**src/rtl/id_ex_pkg.sv**
```systemverilog
// Shared widths, control-bundle type and bubble constant for the ID/EX pipeline register.
package id_ex_pkg;

  localparam int unsigned DATA_W      = 32;
  localparam int unsigned REG_W       = 5;
  localparam int unsigned WB_W        = 2;
  localparam int unsigned M_W         = 3;
  localparam int unsigned EX_W        = 4;
  localparam int unsigned MEMREAD_BIT = 1;

  typedef struct packed {
    logic [WB_W-1:0] wb;
    logic [M_W-1:0]  m;
    logic [EX_W-1:0] ex;
  } ctrl_t;

  localparam ctrl_t CTRL_BUBBLE = '0;

endpackage

```
**src/rtl/id_ex_hazard.sv**
```systemverilog
// Combinational load-use comparator: a valid load in EX whose rt feeds the ID instruction.
module id_ex_hazard #(
  parameter int unsigned REG_W = id_ex_pkg::REG_W
) (
  input  logic             ex_valid,
  input  logic             ex_memread,
  input  logic [REG_W-1:0] ex_rt,
  input  logic             id_valid,
  input  logic [REG_W-1:0] id_rs,
  input  logic [REG_W-1:0] id_rt,
  output logic             hazard
);

  always_comb begin
    hazard = ex_valid & ex_memread & id_valid & (ex_rt != '0) &
             ((ex_rt == id_rs) | (ex_rt == id_rt));
  end

endmodule

```
**src/rtl/id_ex_pipe.sv**
```systemverilog
// ID/EX pipeline register with valid, stall, flush, bubble counter and optional
// load-use bubble insertion (enabled by defining ID_EX_LOAD_USE_EN).
module id_ex_pipe
  import id_ex_pkg::*;
#(
  parameter int unsigned DATA_W      = id_ex_pkg::DATA_W,
  parameter int unsigned REG_W       = id_ex_pkg::REG_W,
  parameter int unsigned WB_W        = id_ex_pkg::WB_W,
  parameter int unsigned M_W         = id_ex_pkg::M_W,
  parameter int unsigned EX_W        = id_ex_pkg::EX_W,
  parameter int unsigned MEMREAD_BIT = id_ex_pkg::MEMREAD_BIT,
  parameter int unsigned CNT_W       = 16
) (
  input  logic              clk,
  input  logic              rst_n,
  input  logic              stall_i,
  input  logic              flush_i,
  input  logic              id_valid_i,
  input  logic [WB_W-1:0]   id_wb_i,
  input  logic [M_W-1:0]    id_m_i,
  input  logic [EX_W-1:0]   id_ex_i,
  input  logic [DATA_W-1:0] id_npc_i,
  input  logic [DATA_W-1:0] id_rdata1_i,
  input  logic [DATA_W-1:0] id_rdata2_i,
  input  logic [DATA_W-1:0] id_sext_i,
  input  logic [REG_W-1:0]  id_rs_i,
  input  logic [REG_W-1:0]  id_rt_i,
  input  logic [REG_W-1:0]  id_rd_i,
  output logic              ex_valid_o,
  output logic [WB_W-1:0]   ex_wb_o,
  output logic [M_W-1:0]    ex_m_o,
  output logic [EX_W-1:0]   ex_ex_o,
  output logic [DATA_W-1:0] ex_npc_o,
  output logic [DATA_W-1:0] ex_rdata1_o,
  output logic [DATA_W-1:0] ex_rdata2_o,
  output logic [DATA_W-1:0] ex_sext_o,
  output logic [REG_W-1:0]  ex_rs_o,
  output logic [REG_W-1:0]  ex_rt_o,
  output logic [REG_W-1:0]  ex_rd_o,
  output logic              hazard_stall_o,
  output logic [CNT_W-1:0]  bubble_cnt_o
);

  logic load_use;
  logic bubble;
  logic load;

`ifdef ID_EX_LOAD_USE_EN
  id_ex_hazard #(
    .REG_W (REG_W)
  ) u_hazard (
    .ex_valid   (ex_valid_o),
    .ex_memread (ex_m_o[MEMREAD_BIT]),
    .ex_rt      (ex_rt_o),
    .id_valid   (id_valid_i),
    .id_rs      (id_rs_i),
    .id_rt      (id_rt_i),
    .hazard     (load_use)
  );
`else
  assign load_use = 1'b0;
`endif

  assign hazard_stall_o = load_use;

  // flush beats stall; a load-use bubble only applies when not held
  always_comb begin
    bubble = flush_i | (~stall_i & load_use);
    load   = bubble | ~stall_i;
  end

  always_ff @(posedge clk or negedge rst_n) begin
    if (!rst_n) begin
      ex_valid_o   <= 1'b0;
      ex_wb_o      <= '0;
      ex_m_o       <= '0;
      ex_ex_o      <= '0;
      ex_npc_o     <= '0;
      ex_rdata1_o  <= '0;
      ex_rdata2_o  <= '0;
      ex_sext_o    <= '0;
      ex_rs_o      <= '0;
      ex_rt_o      <= '0;
      ex_rd_o      <= '0;
      bubble_cnt_o <= '0;
    end else if (load) begin
      ex_npc_o    <= id_npc_i;
      ex_rdata1_o <= id_rdata1_i;
      ex_rdata2_o <= id_rdata2_i;
      ex_sext_o   <= id_sext_i;
      ex_rs_o     <= id_rs_i;
      ex_rt_o     <= id_rt_i;
      ex_rd_o     <= id_rd_i;
      if (bubble) begin
        ex_valid_o <= 1'b0;
        ex_wb_o    <= '0;
        ex_m_o     <= '0;
        ex_ex_o    <= '0;
        if (bubble_cnt_o != '1)
          bubble_cnt_o <= bubble_cnt_o + 1'b1;
      end else begin
        ex_valid_o <= id_valid_i;
        ex_wb_o    <= id_wb_i;
        ex_m_o     <= id_m_i;
        ex_ex_o    <= id_ex_i;
      end
    end
  end

endmodule

```
**config.mk**
```make
export PLATFORM = sky130hd
export DESIGN_NAME = id_ex_pipe
export DESIGN_NICKNAME = d
export VERILOG_FILES = /design/src/rtl/id_ex_pkg.sv /design/src/rtl/id_ex_hazard.sv /design/src/rtl/id_ex_pipe.sv
export SDC_FILE = /design/constraint.sdc
export NUM_CORES = 1
export LEC_CHECK = 0
export CAP_MARGIN = 20
export CORE_UTILIZATION = 30
export DETAILED_ROUTE_END_ITERATION = 10
export MAX_ROUTING_LAYER = met4
export PLACE_DENSITY = 0.65
export SYNTH_ARGS = -nofsm -noshare
export SYNTH_HDL_FRONTEND = slang
export SYNTH_HIERARCHICAL = 1
export SYNTH_SLANG_ARGS = --single-unit
```
**constraint.sdc**
```tcl
create_clock -name clk -period 1.55 [get_ports clk]
set_input_delay 0.155 -clock clk [delete_from_list [all_inputs] [get_ports clk]]
set_output_delay 0.155 -clock clk [all_outputs]
set_load 0.01 [all_outputs]
```
# After elaboration in Yosys (flattened, before gate mapping)
# Cells that the tools add are included.
# classes
add_sub_neg	1
n_bitwise	2
mux	4
reduce_logical	1
n_eq_ne	1
# op_table
op	count
$add 16x1->16 const B	1
$ne 16x16->1 const B	1
$mux 4	1
$mux 3	1
$reduce_and 3->1	1
$mux 2	1
$mux 1	1
$not 1->1	1
$or 1x1->1	1
# totals
input_bits	157
out_inout_bits	170
regBits	169
word_cells	21

# Logic depth before layout (Yosys ltp)
# depth
ltp_word	3
depth_mapped	5
mapped_depth_nobuf	5

# Worst setup path after synthesis
# OpenSTA, ideal clock, no wires.
# synth_timing
path_kind	register -> register
startpoint	register bubble_cnt_o[2]
endpoint	register bubble_cnt_o[1]
period_less_slack_ns	1.704
arrival_time_ns	1.577
setup_time_ns	0.128
path_slack_ns	-0.154
n_path_buf	0
path_stages_with_launch	5
path_cell_list	dfrtp_1 nand3_1 nor4_4 nand2b_2 mux2_1
# synth_via
elab_chain_len	2
# synth_lines
item	line	rtl
start: declaration	id_ex_pipe.sv:41	output logic [CNT_W-1:0] bubble_cnt_o
start signal: assignment	id_ex_pipe.sv:100	bubble_cnt_o <= bubble_cnt_o + 1'b1;
$ne 16x16->1	id_ex_pipe.sv:99	if (bubble_cnt_o != '1)
$reduce_and 3->1 (no line)	--	
# No other way between the ends.
# A chain may end at the register's enable or synchronous reset.

# Worst setup path after layout
# layout_timing
startpoint	register bubble_cnt_o[2]
endpoint	register bubble_cnt_o[13]
# layout_via
elab_chain_len	2
word_cells_on_any_way	3
cone_classes	1 x add/sub; 1 x eq/ne; 1 x reduce/logical
# layout_lines
item
branches (longest 2 deep; another with $add 16x1->16)
# Parallel ways; which one is timed is not known.

==> results.yml <==
run_status:
  status: "finished, final reports clean"
clocking:
  cts_tree: "yes"
  clkTransAtPathRegs_ps: 70
  insertion_delay_ps: 410
  cts_sinks: 169
  cts_max_level: 4
  cts_buffer_depth: 2
  numCtsBuffers: 17
  root_buffer: "clkbuf_16"
power_and_ir_drop:
  swShare_pct: 25.4
  p_int_uw: 8930
  peakVddDrop_mv: 0.821
  p_switching_uw: 3050
  p_clk_share_pct: 35.2
  p_leak_uw: 0.00488
  comb_power_share_pct: 22.5
  power_density_mw_per_mm2: 1070
  seq_power_share_pct: 42.4
place:
  post-place-ws_ps: -148
  dpl.cell_count: 1043
  place.gp.congestion: 0.760
  io_buffers: 325
  place_area_sq_mm: 0.0106
  hpwl_um: 14100
sta:
  hold_violations: 0
  grt_setup_unrepaired: "true"
  fin_worst_skew_ps: 7.25
  hold_ws_ps: 217
  post-route-min-period_ps: 1540
  tns_ps: 0
  setup_viol: 0
  slew_viol_final: 0
  max_freq_mhz: 651
  period_share_pct: 99.1
  setup_ws_ps: 14.7
yosys:
  synthCells: 407
  synth.distinct_cells: 29
  synth_ff_type: "dfrtp_1"
  yosysSeqAreaShare_pct: 65.2
  avgSynthCellArea_sq_um: 15.9
  synth_top_area_cell: "dfrtp_1"
  synth_nets: 565
  yosysWarnings: 6
  syn_area_sq_mm: 0.00649
  synth.area.top_cells: "dfrtp_1, mux2_2, mux2_1"
  synthArstFlopShare_pct: 100
  synth_top_area_share_pct: 65.2
  yosys-top-cells-count: "dfrtp_1, mux2_2, buf_2"
  synth_most_common_cell: "dfrtp_1"
  ys_seq_elements: 169
  synth-edff-count: 0
critical_path:
  crit_path_end_kind: "flip-flop"
  crit_slowest_cell: "dfrtp_1"
  cp_num_buf_inv: 2
  crit_start: "bubble_cnt_o[2]"
  critPathMaxFanout: 6
  cp_cell_sequence: "buf_4 > nand4_1 > or2_1 > buf_6 > nor4_4 > xor2_1"
  crit_cells: 6
  arrival_ps: 1870
  ff2ff_path_depth: 6
  startpoint_type: "flip-flop"
  path_class: "flip-flop to flip-flop"
  cp.required_ps: 1890
  cpPeakStageDelay_ps: 380
  r2r_setup_slack_ps: 10
  endpoint: "bubble_cnt_o[13]"
  path_delay_family: "simple AND/OR/NAND/NOR gates"
  rr_startpoint: "bubble_cnt_o[2]"
  rr_endpoint: "bubble_cnt_o[13]"
drt:
  drt_iter0_drc: 124
  dr.pass1.iters: 4
  wl_um: 18300
  detail_route.wl_per_cell_um: 17.0
  route.detailed.drc: 0
  vias_per_cell: 4.44
  vias: 4789
  antenna_left: 0
worst_hold_path:
  min_path_type: "input pin to async pin"
cells_and_area:
  instances_no_fill: 1079
  nNetsFinal: 950
  diodes: 0
  drive_gt1_share_pct: 29.6
  syn_to_final_growth_pct: 73.2
  finish.instance_area_sq_mm: 0.0112
grt:
  grt_first_pass_wirelength_um: 28000
  grt_max_degree: 55
  overflow: 0
  grtUsageTotal_pct: 17.1
  grt_pass1_vias: 5213
  antenna_found_initial: 0
floorplanning:
  core-area_sq_mm: 0.0211
  rows: 53
  initial_core_util_pct: 30.8
  io_pins: 327
  die_y_um: 149
  die_x_um: 149
  die_area_sq_mm: 0.0222
run:
  max_cap_violations: 0
## per-stage QoR
step | power, uW | util, %
after global routing | 12500 | 53.3
after global placement | 7750 | 50.1
final | 12000 | 53.3
after floorplan | 5990 | -
after CTS | 12100 | 53.1
after detailed placement | 7840 | 50.1
## worst min path at each step
| stage | slack (ps) | endpoint |
|---|---|---|
| after floorplan | -140 | bubble_cnt_o[0] |
| after global placement | 90 | ex_rd_o[4] |
| after detailed placement | 100 | ex_rs_o[4] |
| after CTS | 220 | ex_rs_o[4] |
| after global routing | 230 | ex_rt_o[4] |
| final | 220 | ex_rs_o[4] |
## power groups by stage
stage,Clock [uW],Sequential [uW],Combinational (uW)
2_1_floorplan,0,5390,599
3_3_place_gp,0,5130,2620
3_5_place_dp,0,5160,2680
4_1_cts,4360,5080,2700
5_1_grt,4550,5130,2870
6_report,4210,5070,2690
## cell families after synthesis
| group | share of synthesized area (%) |
|---|---|
| fa+ha+maj | 0.193 |
| simple gates | 4.17 |
| compound gates | 0.521 |
| mux | 26.5 |
| xor+xnor | 1.89 |
| flops | 65.2 |
| buf+inv | 1.47 |
| other cells | 0.0578 |
## worst register-to-register path, cell delays in order (launching register included)
cell and delay [ps]:
dfrtp_1 380, buf_4 170, nand4_1 90, or2_1 270, buf_6 140, nor4_4 230
xor2_1 180
## placed cells by master (no fill, tap or decap), types with 2 or more instances in the layout
master             n
clkdlybuf4s50_1  304
dfrtp_1          169
mux2_2           135
buf_4             45
clkbuf_16         17
dlygate4sd2_1     17
nor2_1            13
buf_12            12
xor2_1            11
mux2i_1           10
mux2_1             8
nand2_1            7
nand4_1            4
inv_6              4
and3_1             3
nor3_1             3
xnor2_1            3
clkinvlp_4         3
buf_6              3
dlymetal6s2s_1     3
nand2b_4           2
nor4_4             2
or2_1              2
nand3_1            2
nor4_2             2
bufinv_16          2
clkinv_4           2
## sequential cells by signal, summed over array words and instances, names as in the netlist
signal	flops
ex_npc_o	32
ex_valid_o	1
ex_wb_o	2
ex_m_o	3
bubble_cnt_o	16
ex_rdata1_o	32
ex_rdata2_o	32
ex_rt_o	5
ex_sext_o	32
ex_rs_o	5
ex_rd_o	5
ex_ex_o	4
## routing by layer
layer | global-route usage [%] | vias up | share of wire [%]
li1 | - | 2196 | -
met1 | 18.4 | 2382 | 37
met2 | 29.9 | 178 | 55
met3 | 3.82 | 33 | 5.7
met4 | 7.60 | 0 | 2.5
met5 | - | - | 0
## timing repair
item,CTS,global route
hold buffers,1,0
pin swaps,3,7
cloned,0,0
setup buffers,3,2
resized for setup,23,9
setup endpoints to repair,22,17
endpoints found under the hold margin,53,0
## area by class of cell
| cell class | count | area (sq um) |
|---|---|---|
| multi-input combinational | 219 | 2230 |
| fill | 1796 | 9850 |
| clock inverter | 12 | 140 |
| tap | 275 | 344 |
| clock buffer | 19 | 443 |
| sequential | 169 | 4230 |
| timing repair buffer | 385 | 3850 |
No activity file was read; power rests on OpenSTA's default activity.
